===== src/rtl/ex_mem_skid.sv =====
// rtl/ex_mem_skid.sv - EX/MEM pipeline register with 2-entry skid buffer and branch redirect
//
// Purpose: registers the ALU result, store data and MEM/WB controls of each
// accepted instruction. Taken branches and jumps produce a one-cycle PC
// redirect. A head/skid register pair absorbs one cycle of MEM backpressure
// without a combinational ready path.
//
// Optional feature macro: EX_MEM_FWD_EN (head-entry forwarding port).
//
// Ports:
//   clk, reset (sync, active-high), flush (kills buffered entries and pending redirect)
//   in_valid / in_ready          execute-side handshake
//   in_alu_out, in_zero, in_branch, in_jump, in_target, in_store_data,
//   in_rd, in_reg_write, in_mem_read, in_mem_write   execute-side fields
//   out_valid / out_ready        memory-side handshake
//   out_alu_out, out_store_data, out_rd, out_reg_write, out_mem_read,
//   out_mem_write                head entry fields
//   redirect, redirect_pc        one-cycle PC redirect
//   fwd_valid, fwd_rd, fwd_data  forwarding from head entry (0 when disabled)

module ex_mem_skid #(
   parameter int XLEN = 32
) (
   input  logic            clk,
   input  logic            reset,
   input  logic            flush,
   input  logic            in_valid,
   output logic            in_ready,
   input  logic [XLEN-1:0] in_alu_out,
   input  logic            in_zero,
   input  logic            in_branch,
   input  logic            in_jump,
   input  logic [XLEN-1:0] in_target,
   input  logic [XLEN-1:0] in_store_data,
   input  logic [4:0]      in_rd,
   input  logic            in_reg_write,
   input  logic            in_mem_read,
   input  logic            in_mem_write,
   output logic            out_valid,
   input  logic            out_ready,
   output logic [XLEN-1:0] out_alu_out,
   output logic [XLEN-1:0] out_store_data,
   output logic [4:0]      out_rd,
   output logic            out_reg_write,
   output logic            out_mem_read,
   output logic            out_mem_write,
   output logic            redirect,
   output logic [XLEN-1:0] redirect_pc,
   output logic            fwd_valid,
   output logic [4:0]      fwd_rd,
   output logic [XLEN-1:0] fwd_data
);

   // Entry layout: {alu_out, store_data, rd, reg_write, mem_read, mem_write}
   localparam int EW = 2*XLEN + 8;

   logic [EW-1:0] h_q;
   logic [EW-1:0] s_q;
   logic          h_valid;
   logic          s_valid;
   logic [EW-1:0] in_entry;
   logic          acc;
   logic          pop;
   logic          taken;

   assign in_entry = {in_alu_out, in_store_data, in_rd, in_reg_write, in_mem_read, in_mem_write};

   // Ready depends only on registered state, so MEM stalls never reach EX combinationally.
   assign in_ready  = !s_valid;
   assign out_valid = h_valid;
   assign acc       = in_valid & in_ready;
   assign pop       = h_valid & out_ready;
   assign taken     = in_jump | (in_branch & in_zero);

   assign {out_alu_out, out_store_data, out_rd, out_reg_write, out_mem_read, out_mem_write} = h_q;

   always_ff @(posedge clk) begin
      if (reset) begin
         h_valid     <= 1'b0;
         s_valid     <= 1'b0;
         h_q         <= '0;
         s_q         <= '0;
         redirect    <= 1'b0;
         redirect_pc <= '0;
      end else if (flush) begin
         // Data fields are left as-is; only validity and the pending redirect die.
         h_valid  <= 1'b0;
         s_valid  <= 1'b0;
         redirect <= 1'b0;
      end else begin
         redirect <= acc & taken;
         if (acc & taken) begin
            redirect_pc <= in_target;
         end

         // acc implies S is empty, so S->H and input->S never coincide.
         if (acc && (!h_valid || pop)) begin
            h_q     <= in_entry;
            h_valid <= 1'b1;
         end else if (acc) begin
            s_q     <= in_entry;
            s_valid <= 1'b1;
         end else if (pop) begin
            if (s_valid) begin
               h_q     <= s_q;
               s_valid <= 1'b0;
            end else begin
               h_valid <= 1'b0;
            end
         end
      end
   end

`ifdef EX_MEM_FWD_EN
   // Loads are excluded: their alu_out is an address, not the rd value.
   assign fwd_valid = h_valid & out_reg_write & !out_mem_read & (out_rd != 5'd0);
   assign fwd_rd    = out_rd;
   assign fwd_data  = out_alu_out;
`else
   assign fwd_valid = 1'b0;
   assign fwd_rd    = 5'd0;
   assign fwd_data  = '0;
`endif

endmodule


===== config.mk =====
export PLATFORM = sky130hd
export DESIGN_NAME = ex_mem_skid
export DESIGN_NICKNAME = d
export VERILOG_FILES = /design/src/rtl/ex_mem_skid.sv
export SDC_FILE = /design/constraint.sdc
export NUM_CORES = 1
export LEC_CHECK = 0
export CAP_MARGIN = 20
export CELL_PAD_IN_SITES_DETAIL_PLACEMENT = 1
export CELL_PAD_IN_SITES_GLOBAL_PLACEMENT = 1
export CORE_MARGIN = 8
export CORE_UTILIZATION = 35
export DETAILED_ROUTE_END_ITERATION = 10
export PLACE_DENSITY = 0.91
export SYNTH_ARGS = -nofsm -noshare
export SYNTH_HDL_FRONTEND = slang
export SYNTH_SLANG_ARGS = --single-unit

===== constraint.sdc =====
create_clock -name clk -period 1.86 [get_ports clk]
set_clock_uncertainty 0.1 [all_clocks]
set_input_delay 0.372 -clock clk [delete_from_list [all_inputs] [get_ports clk]]
set_output_delay 0.372 -clock clk [all_outputs]
set_load 0.1 [all_outputs]

==> results.txt <==
The Yosys step of the flow raised 0 warnings. The critical path starts at s_valid. The max-slew violation total from the final report came out at 0.

CTS saw around 180 sinks. TritonCTS built the clock tree. STA classifies the critical path startpoint as a flop.

The number of buffers created by CTS came out at 17. The largest vdd supply drop is 603 uV. The startpoint of the most critical register-to-register path is s_valid. The floorplan has 56 rows. The slowest library cell on the worst path is sky130_fd_sc_hd__dfxtp_1.

After detailed placement, the total cell area comes to ~12000 sq um. STA classifies the critical path endpoint as a flop. The library cell used as clock root buffer is sky130_fd_sc_hd__clkbuf_16. Timing would allow up to between 0.5 and 0.6 GHz. The worst min-delay path class is in -> reg.

The die covers ~29000 sq um. The number of routed nets with antenna violations came out at 0. The flow ran to the end, and the final reports show no timing, DRC or antenna violations.

The area of all placed cells without fillers is 12600 sq um. Counting flops and latches in the post-synthesis netlist gives roughly 180. The height of the die is around 170 um.

The max-capacitance violation count is 0. Setup repair after global routing left no endpoint under its margin. The arrival time of data at the critical path endpoint came out at 2.01 ns. At the later pin of the worst-skew pair, clock insertion delay measures roughly 0.42 ns. In this run the cell area of the synthesized design comes to 8280 sq um. In this run the most critical hold path is launched from reset.

For the pin with the worst max-slew slack, the measured transition is between 0.5 and 0.6 ns. Power spread over the standard cell area amounts to approximately 870 nW/um^2. The post-layout minimum cycle time came out at 1.76 ns. The worst register-to-register path has a depth of 6.

The critical path goes through buf_4 > nor4bb_4 > buf_4 > clkbuf_16 > nand3b_1 > a21oi_2. Dividing the detail-routed via count by the number of cells gives 5.49. Counting instances, the worst hold path has a depth of 2. The initial antenna violation count came to 1. Once the floorplan was initialized, standard cells occupied between 30 and 40% of the core. The share of final-layout standard cells stronger than drive strength 1 is approximately a quarter.

The estimated wirelength of the detail-placed design came out at 20.6 mm. The leakage power of the design is between 4 and 5 nW. The detailed router's first-iteration violation count came out at 461. The top-level port count came out at approximately 260. The hold slack came out at between 0.2 and 0.3 ns. In this run the horizontal extent of the chip is around 170 um. Synthesis produced roughly 870 cells.

The number of iterations in the first detailed-routing pass came out at 5. The first global-routing pass estimated 46.3 mm of wire. The count of distinct cell types in the synthesized netlist is 29. The number of fill cells came out at ~2500. The core box area is 23300 sq um. The net count of the finished layout came out at 1157. The remaining max-slew budget at the tightest pin is between 60% and 70%. Counting stages on the worst path, the most repeated cell is sky130_fd_sc_hd__buf_4. The data required time of the worst path came out at 2.11 ns. The routed length per placed instance is 22.0 um. By startpoint and endpoint, the worst setup path is classified as reg -> reg. The final number of hold-violating endpoints is 0. The largest net degree at the start of global routing is 90. The number of vias in the routed layout came out at 7562. The sequential-to-total area share from yosys stat came out at between 40% and 50%. The count of final setup violators came out at 0.

A synthesized cell averages about 9.5 sq um. The layout overhead on the synthesized area came out at 52.0%. The count of buffers from port buffering came out at 218. The aggregate global-route resource usage is 20.1%.

The via count of the first global-routing pass is between 8000 and 9000. The combined flip-flop and latch cell area came out at roughly 3600 sq um. No sink is reached through more buffers than the 2 on the longest clock path.

The delay of the slowest critical-path stage came out at approximately 0.38 ns. For this run the aggregate overflow at the end of global routing stands at 0. The final wirelength is around 30 mm.

In this run the number of H-tree levels came out at 4. Summing all multi-input logic gate instances after layout gives 4130 sq um. Along the worst path, the maximum fanout reaches 26. Hold repair after CTS inserted 0 buffers.

For this run, design rule violations remaining after detail routing come to 0. The clock-pin slew reported for the worst setup and hold paths after clock tree synthesis is around 0.070 ns. Dividing the final minimum period by the clock period gives 94.7%. Routability-driven placement finished with a final weighted congestion of 0.741.
[path summary, 6_finish.rpt]
kind,slack (ns),to
worst min register to register,0.38,s_q[59]
worst max-delay path,0.1,s_q[19]
worst min-delay path,0.28,s_q[25]
worst max register to register,0.1,s_q[19]
[layout make-up]
class | count | area share, %
tap | 319 | 3.17
multi-input combinational | 582 | 32.8
inverter | 2 | 0.0596
clock buffer | 19 | 3.44
timing repair buffer | 263 | 30.7
sequential | 179 | 28.5
clock inverter | 12 | 1.36
antenna | 1 | 0.0199
[registers in the layout (all words and copies together), names as in the netlist]
| name | flops |
|---|---|
| redirect_pc | 32 |
| redirect | 1 |
| s_valid | 1 |
| h_q | 72 |
| s_q | 72 |
| out_valid | 1 |
[power by group]
| group | internal [mW] | total (mW) | switching, mW |
|---|---|---|---|
| logic | 1.07 | 3.09 | 2.02 |
| clock network | 2.15 | 3.78 | 1.64 |
| registers | 3.98 | 4.14 | 0.164 |
| total | 7.20 | 11.0 | 3.82 |
[cells in the final DEF, fill, tap and decap left out, types with 3 or more instances in the layout]
| cell type | netlist | final |
|---|---|---|
| sky130_fd_sc_hd__dfxtp_1 | 179 | 178 |
| sky130_fd_sc_hd__buf_12 | 0 | 127 |
| sky130_fd_sc_hd__clkdlybuf4s50_1 | 0 | 108 |
| sky130_fd_sc_hd__a21oi_1 | 107 | 105 |
| sky130_fd_sc_hd__o21ai_0 | 91 | 90 |
| sky130_fd_sc_hd__mux2i_1 | 72 | 72 |
| sky130_fd_sc_hd__a31oi_1 | 72 | 72 |
| sky130_fd_sc_hd__nand3b_1 | 72 | 72 |
| sky130_fd_sc_hd__a211oi_2 | 70 | 70 |
| sky130_fd_sc_hd__conb_1 | 1 | 38 |
| sky130_fd_sc_hd__nand3_1 | 32 | 32 |
| sky130_fd_sc_hd__buf_4 | 38 | 23 |
| sky130_fd_sc_hd__clkbuf_16 | 0 | 18 |
| sky130_fd_sc_hd__o21ai_1 | 13 | 14 |
| sky130_fd_sc_hd__bufinv_16 | 0 | 3 |
| sky130_fd_sc_hd__inv_6 | 0 | 3 |
| sky130_fd_sc_hd__buf_6 | 10 | 3 |
[metal layers]
layer,GRT usage (%),routed length (um),part of all wire [%],up-vias
li1,-,-,-,3499
met5,0,0,0,-
met2,34.6,15200,50,240
met1,22.7,12000,40,3773
met3,6.84,2030,6.7,50
met4,7.50,953,3.2,0
[cell families after synthesis]
family / count (synthesis) / synth area share (%)
compound gates: 357 / 29.1
buf+inv: 144 / 9.29
flops: 179 / 43.3
mux: 73 / 8.88
other cells: 1 / 0.0453
simple gates: 114 / 9.39
[Yosys cell counts, drive strengths merged]
library cell  instances  area [sq um]
a21oi               107           536
clkbuf               82           308
dfxtp               179          3580
nand2b                2          12.5
or3b                  1          8.76
nor3b                 1          7.51
mux2                  1          15.0
a21o                  1          7.51
conb                  1          3.75
mux2i                72           721
o21ai               104           521
a211oi               72           891
inv                   2          7.50
buf                  60           454
a31oi                72           450
and3                  1          11.3
nor2b                 1          6.26
nand4bb               1          11.3
nor4bb                1          10.0
nand3                32           160
nand3b               72           541
nor3                  2          10.0
a2111oi               1          8.76
[through the flow]
stage | power, mW | setup TNS (ns) | setup WS, ns | util [%] | cells
5_1_grt | 11.4 | 0 | 0.0126 | 54.0 | 1377
3_5_place_dp | 7.31 | -50.61 | -0.448 | 51.2 | 1343
2_1_floorplan | 6.17 | 0 | 0.0244 | - | 905
3_3_place_gp | 7.25 | -39.53 | -0.293 | 51.2 | 1343
6_report | 11.0 | 0 | 0.0992 | 54.0 | 1377
4_1_cts | 11.1 | 0 | 0.0226 | 53.8 | 1374
[critical path, delay by kind of cell (launching register included)]
kind                   cells  cell delay [ns]
AOI/OAI and AO/OA          1             0.18
buffers and inverters      3             0.62
DFF                        1             0.38
and+or+nand+nor            2             0.40
[repair_timing]
action	in CTS	in global routing
resized for setup	1	4
gates cloned	0	1
pin swaps	0	1
buffers inserted	0	1
setup endpoints to repair	1	4
Note: power is estimated with default switching activity, not from simulation.
